$ cat config.mk
export PLATFORM = sky130hd
export DESIGN_NAME = inference_scheduler
export DESIGN_NICKNAME = d
export VERILOG_FILES = /design/src/rtl/inference_scheduler.sv
export SDC_FILE = /design/constraint.sdc
export NUM_CORES = 1
export LEC_CHECK = 0
export ABC_AREA = 1
export BUFFER_PORTS_ARGS = -buffer_cell sky130_fd_sc_hd__buf_2
export CAP_MARGIN = 20
export CORE_AREA = 5 5 57 59
export CTS_CLUSTER_SIZE = 8
export DETAILED_ROUTE_END_ITERATION = 12
export DIE_AREA = 0 0 62 64
export HOLD_SLACK_MARGIN = 0.12
export PLACE_DENSITY = 0.72
export SLEW_MARGIN = 20
export SYNTH_ARGS = -nofsm -noshare
export SYNTH_HDL_FRONTEND = slang
export SYNTH_SLANG_ARGS = --single-unit
$ cat constraint.sdc
create_clock -name clk -period 3.08 [get_ports clk]
set_input_delay 0.154 -clock clk [delete_from_list [all_inputs] [get_ports clk]]
set_output_delay 0.154 -clock clk [all_outputs]
set_load 0.005 [all_outputs]
$ cat src/rtl/inference_scheduler.sv
// -----------------------------------------------------------------------------
// inference_scheduler
//
// Arbitrates N_CH input frame buffers onto a single MLP classifier. A channel
// with a frame ready is granted round-robin, the MLP is kicked with a one-cycle
// start pulse, and the scheduler waits (bounded by TIMEOUT cycles) for the
// result. A returned result is published as a one-cycle note together with a
// one-hot consume pulse to the buffer that produced the frame. A missing result
// aborts the inference and raises a sticky error flag instead.
//
// Ports
//   clk            rising-edge clock
//   reset          synchronous, active-low reset
//   buffer_full    per-channel frame-ready level
//   enable_cnn     global inference enable
//   mode_single    1 = one inference per enable assertion, 0 = continuous
//   clear_err      clears timeout_err (a simultaneous new timeout wins)
//   mlp_valid_out  MLP result-valid pulse, only honoured while waiting
//   mlp_class      MLP result, qualified by mlp_valid_out
//   start_mlp      one-cycle MLP start pulse
//   start_ch       granted channel, stable from start until the wait ends
//   buffer_ack     one-hot, one-cycle consume pulse for the reported channel
//   note_ready     one-cycle result pulse
//   note_ch        channel of the last result
//   note_class     class of the last result
//   timeout_err    sticky timeout flag
//   busy           high whenever the scheduler is not idle
// -----------------------------------------------------------------------------
module inference_scheduler #(
    parameter int N_CH    = 4,
    parameter int CH_W    = 2,
    parameter int CLS_W   = 3,
    parameter int TIMEOUT = 1024
) (
    input  logic             clk,
    input  logic             reset,
    input  logic [N_CH-1:0]  buffer_full,
    input  logic             enable_cnn,
    input  logic             mode_single,
    input  logic             clear_err,
    input  logic             mlp_valid_out,
    input  logic [CLS_W-1:0] mlp_class,
    output logic             start_mlp,
    output logic [CH_W-1:0]  start_ch,
    output logic [N_CH-1:0]  buffer_ack,
    output logic             note_ready,
    output logic [CH_W-1:0]  note_ch,
    output logic [CLS_W-1:0] note_class,
    output logic             timeout_err,
    output logic             busy
);

    // Wide enough to hold TIMEOUT-1, the last cycle counted in WAIT.
    localparam int TMR_W = $clog2(TIMEOUT);

    typedef enum logic [2:0] {
        S_IDLE,
        S_START,
        S_WAIT,
        S_READY,
        S_ABORT
    } state_t;

    state_t             state;
    state_t             next_state;

    logic [CH_W-1:0]    last_ch;     // most recent grant; the search starts after it
    logic [TMR_W-1:0]   timer;       // cycles spent in WAIT
    logic               armed;       // single-shot gate, re-armed by enable low

    logic [CH_W-1:0]    grant_ch;    // round-robin winner for the current request set
    logic               grant_found;
    logic [CH_W-1:0]    probe_ch;    // loop scratch for the round-robin search

    logic               any_full;
    logic               take_grant;  // a new inference launches at the next edge
    logic               enter_abort;

    assign any_full = |buffer_full;

    // -------------------------------------------------------------------------
    // Round-robin grant: scan last_ch+1, last_ch+2, ... with wrap, so the
    // channel granted last (including one that just timed out) has the lowest
    // priority. N_CH need not be a power of two, hence the explicit modulo.
    // -------------------------------------------------------------------------
    always_comb begin
        grant_ch    = last_ch;
        grant_found = 1'b0;
        probe_ch    = '0;
        for (int i = 1; i <= N_CH; i++) begin
            probe_ch = CH_W'((int'(last_ch) + i) % N_CH);
            if (!grant_found && buffer_full[probe_ch]) begin
                grant_ch    = probe_ch;
                grant_found = 1'b1;
            end
        end
    end

    // -------------------------------------------------------------------------
    // Next-state logic
    // -------------------------------------------------------------------------
    // NOTE: every signal driven here gets a default before the case so no path
    // leaves it unassigned, which would otherwise infer a latch.
    always_comb begin
        next_state = state;
        case (state)
            S_IDLE: begin
                if (enable_cnn && any_full && armed) begin
                    next_state = S_START;
                end
            end
            S_START: begin
                // Committed once started, regardless of enable_cnn.
                next_state = S_WAIT;
            end
            S_WAIT: begin
                // A result arriving on the last allowed cycle still counts.
                if (mlp_valid_out) begin
                    next_state = S_READY;
                end else if (timer == TMR_W'(TIMEOUT - 1)) begin
                    next_state = S_ABORT;
                end
            end
            S_READY: begin
                if (!mode_single && enable_cnn && any_full) begin
                    next_state = S_START;
                end else begin
                    next_state = S_IDLE;
                end
            end
            S_ABORT: begin
                next_state = S_IDLE;
            end
            default: begin
                next_state = S_IDLE;
            end
        endcase
    end

    assign take_grant  = (next_state == S_START);
    assign enter_abort = (state == S_WAIT) && (next_state == S_ABORT);

    // -------------------------------------------------------------------------
    // State and datapath registers
    // -------------------------------------------------------------------------
    // NOTE: sequential state is updated with non-blocking assignments so every
    // register samples the pre-edge values of the others, independent of the
    // order of statements in this block.
    always_ff @(posedge clk) begin
        if (!reset) begin
            state       <= S_IDLE;
            last_ch     <= CH_W'(N_CH - 1);  // first grant lands on channel 0
            timer       <= '0;
            armed       <= 1'b1;
            start_ch    <= '0;
            note_ch     <= '0;
            note_class  <= '0;
            timeout_err <= 1'b0;
        end else begin
            state <= next_state;

            if (take_grant) begin
                last_ch  <= grant_ch;
                start_ch <= grant_ch;
            end

            if (state == S_START) begin
                timer <= '0;
            end else if (state == S_WAIT) begin
                timer <= timer + 1'b1;
            end

            // Results are captured only while an inference is outstanding.
            if (state == S_WAIT && mlp_valid_out) begin
                note_ch    <= start_ch;
                note_class <= mlp_class;
            end

            // Single-shot disarms after its one result; seeing enable low
            // re-arms, and takes precedence if both happen together.
            if (state == S_READY && mode_single) begin
                armed <= 1'b0;
            end
            if (!enable_cnn) begin
                armed <= 1'b1;
            end

            // A new timeout beats a simultaneous clear.
            if (enter_abort) begin
                timeout_err <= 1'b1;
            end else if (clear_err) begin
                timeout_err <= 1'b0;
            end
        end
    end

    // -------------------------------------------------------------------------
    // Outputs decoded from the state register and registered fields only
    // -------------------------------------------------------------------------
    assign start_mlp  = (state == S_START);
    assign note_ready = (state == S_READY);
    assign busy       = (state != S_IDLE);
    assign buffer_ack = (state == S_READY) ? (N_CH'(1) << note_ch) : '0;

endmodule

==> reports/qor.yml <==
syn_nets: 201
crit_arrival_ns: 2.08
yosys-top-cells-area: "dfxtp_1 (37%), nand2_1 (14%), inv_1 (6.7%), nand3_1 (5.1%), nor2_1 (5.0%)"
hold_viol_final: 0
rsz0062_at_grt: "false"
finalCritPeriodShare: 0.593
insertion_delay_ns: 0.31
synth_top_area_share: 0.375
synth-async-reset-ratio: 0
synth_edf_count: 0
status: "complete, no violations"
drt.antenna.violating_nets: 0
drv_cap: 0
numPortBuffers: 27
drt_first_pass_iters: 4
ys_types: 28
viasPerCell: 4.69
path_class: "reg2reg"
chipHeight_um: 64
cts.sinks: 24
ir_drop_v: 0.000484
postCtsSetupBuffers: 0
startpoint_type: "flip-flop"
io_pins: 28
clk_pin_slew_ns: 0.12
yosys.area.top_type: "dfxtp_1"
r2r-start: "timer[0]"
dp_hpwl_um: 1970
layout.nets: 239
initial_core_util: 0.482
crit_start: "timer[0]"
syn2layout_area_growth_pct: 20.4
power_density_nw_per_um2: 452
ys_top_cells_by_count: "nand2_1 (48), dfxtp_1 (24), inv_1 (23)"
drive_gt1_frac: 0.260
antenna_cells: 0
drc_errors: 0
finalSetupTns_ns: 0
synth.most_common_cell: "nand2_1"
wire_per_inst_um: 10.2
n_fill_cell: 262
clock_path_buffers: 2
grt_pass1_vias: 1110
rows: 19
coreArea_sq_um: 2660
yosysWarnings: 0
die_width_um: 62
min_period_ns: 1.83
antenna_found_initial: 0
clock_skew_ns: 0.00369
cts_buffers: 3
netlist_instances: 187
vias: 1190
htreeDepth: 1
slew_headroom: 0.747
dp_slack_ns: 1.62
worstMarginPinSlew_ns: 0.379
leakagePower_nw: 0.747
dieArea_sq_um: 3970
multi_input_area_sq_um: 681
ff_latch_area_sq_um: 480
tritoncts: "yes"
end_kind: "flip-flop"
ys_seq_area_frac: 0.375
routabilityCongestion: 0.773
grt_util_all_layers: 0.145
slew_violations: 0
synth-seq-cells: 24
max_freq_ghz: 0.548
hold_path.startpoint: "reset"
overflow: 0
worst-path-max-fanout: 3
grt_max_degree: 13
worstPathRequired_ns: 3.34
grt_pass1_wl_um: 4530
synth_area_sq_um: 1280
setup_slack_ns: 1.25
synth_flop_cell: "dfxtp_1"
min_path_type: "in2reg"
cts_root_buf: "clkbuf_4"
setup_violations: 0
wl_um: 2600
first_iter_violations: 53
final_util: 0.580
fin_hold_ws_ns: 0.128
postSynthAreaPerCell_sq_um: 6.86
power by group:
| group | switching, W | internal (W) | total [W] |
|---|---|---|---|
| Combinational | 0.000129 | 0.0000817 | 0.000210 |
| Sequential | 0.0000244 | 0.000331 | 0.000355 |
| Clock | 0.0000862 | 0.0000457 | 0.000132 |
| Total | 0.000239 | 0.000458 | 0.000698 |
worst paths after layout:
| path | slack (ns) | endpoint | cells past startpoint |
|---|---|---|---|
| max | 1.25 | timeout_err | 8 |
| min | 0.13 | last_ch[0] | 2 |
| max reg2reg | 1.25 | timeout_err | 8 |
| min reg2reg | 0.48 | timer[7] | 2 |
cell usage in the layout (no fill, tap or decap), drive strengths merged:
cell	instances
a211oi	1
a21oi	12
a31oi	1
buf	27
clkbuf	3
clkinv	1
dfxtp	24
dlygate4sd3	8
ha	1
inv	27
nand2	58
nand3	17
nand4	3
nor2	22
nor3	5
o211ai	1
o21ai	9
or2	1
xnor2	1
xor2	1
what timing repair did:
| action | CTS | global route |
|---|---|---|
| hold buffers | 8 | 0 |
| gates resized for setup | 0 | 0 |
| hold endpoints to repair | 6 | 0 |
cell type report:
class,count,share of cell area
multi-input cells,133,0.441
inverters,28,0.0689
clock buffers,3,0.0146
flip-flops and latches,24,0.311
well taps,31,0.0251
repair buffers,35,0.139
stage by stage:
step	total power [W]	std cells	cell area, sq um
floorplan	0.000519	187	1280
global placement	0.000565	243	1440
finish	0.000698	254	1540
global route	0.000755	254	1540
detailed placement	0.000567	243	1440
CTS	0.000706	254	1540
worst max-delay path, stage by stage, from the launching register on:
cell and delay [ns]:
dfxtp_1 0.39, ha_1 0.21, nand3_1 0.15, nor2_1 0.13
nand3_1 0.09, nor2_1 0.09, nand2_1 0.05, a21oi_1 0.11
dlygate4sd3_1 0.55
routing by layer:
metal | wire length [um] | up-vias | track usage | part of all wire
met2 | 1200 | 19 | 0.245 | 0.46
met1 | 1230 | 501 | 0.185 | 0.47
li1 | - | 670 | - | -
met3 | 163 | 0 | 0.0443 | 0.063
met4 | 0 | 0 | 0.0159 | 0
met5 | 0 | - | 0 | 0
state kept, by name (all words and copies together), names as in the netlist:
signal and flops:
timeout_err 1, armed 1, last_ch 2, note_class 3, start_ch 2, note_ch 2, state 3, timer 10
logic make-up after synthesis:
| logic type | after synthesis | share of synthesized area |
|---|---|---|
| AOI/OAI and AO/OA | 24 | 0.111 |
| and+or+nand+nor | 106 | 0.396 |
| DFF | 24 | 0.375 |
| adders and majority gates | 1 | 0.00975 |
| buffers and inverters | 30 | 0.0946 |
| xor gates and xnor gates | 2 | 0.0137 |
Note: power is estimated with default switching activity, not from simulation.
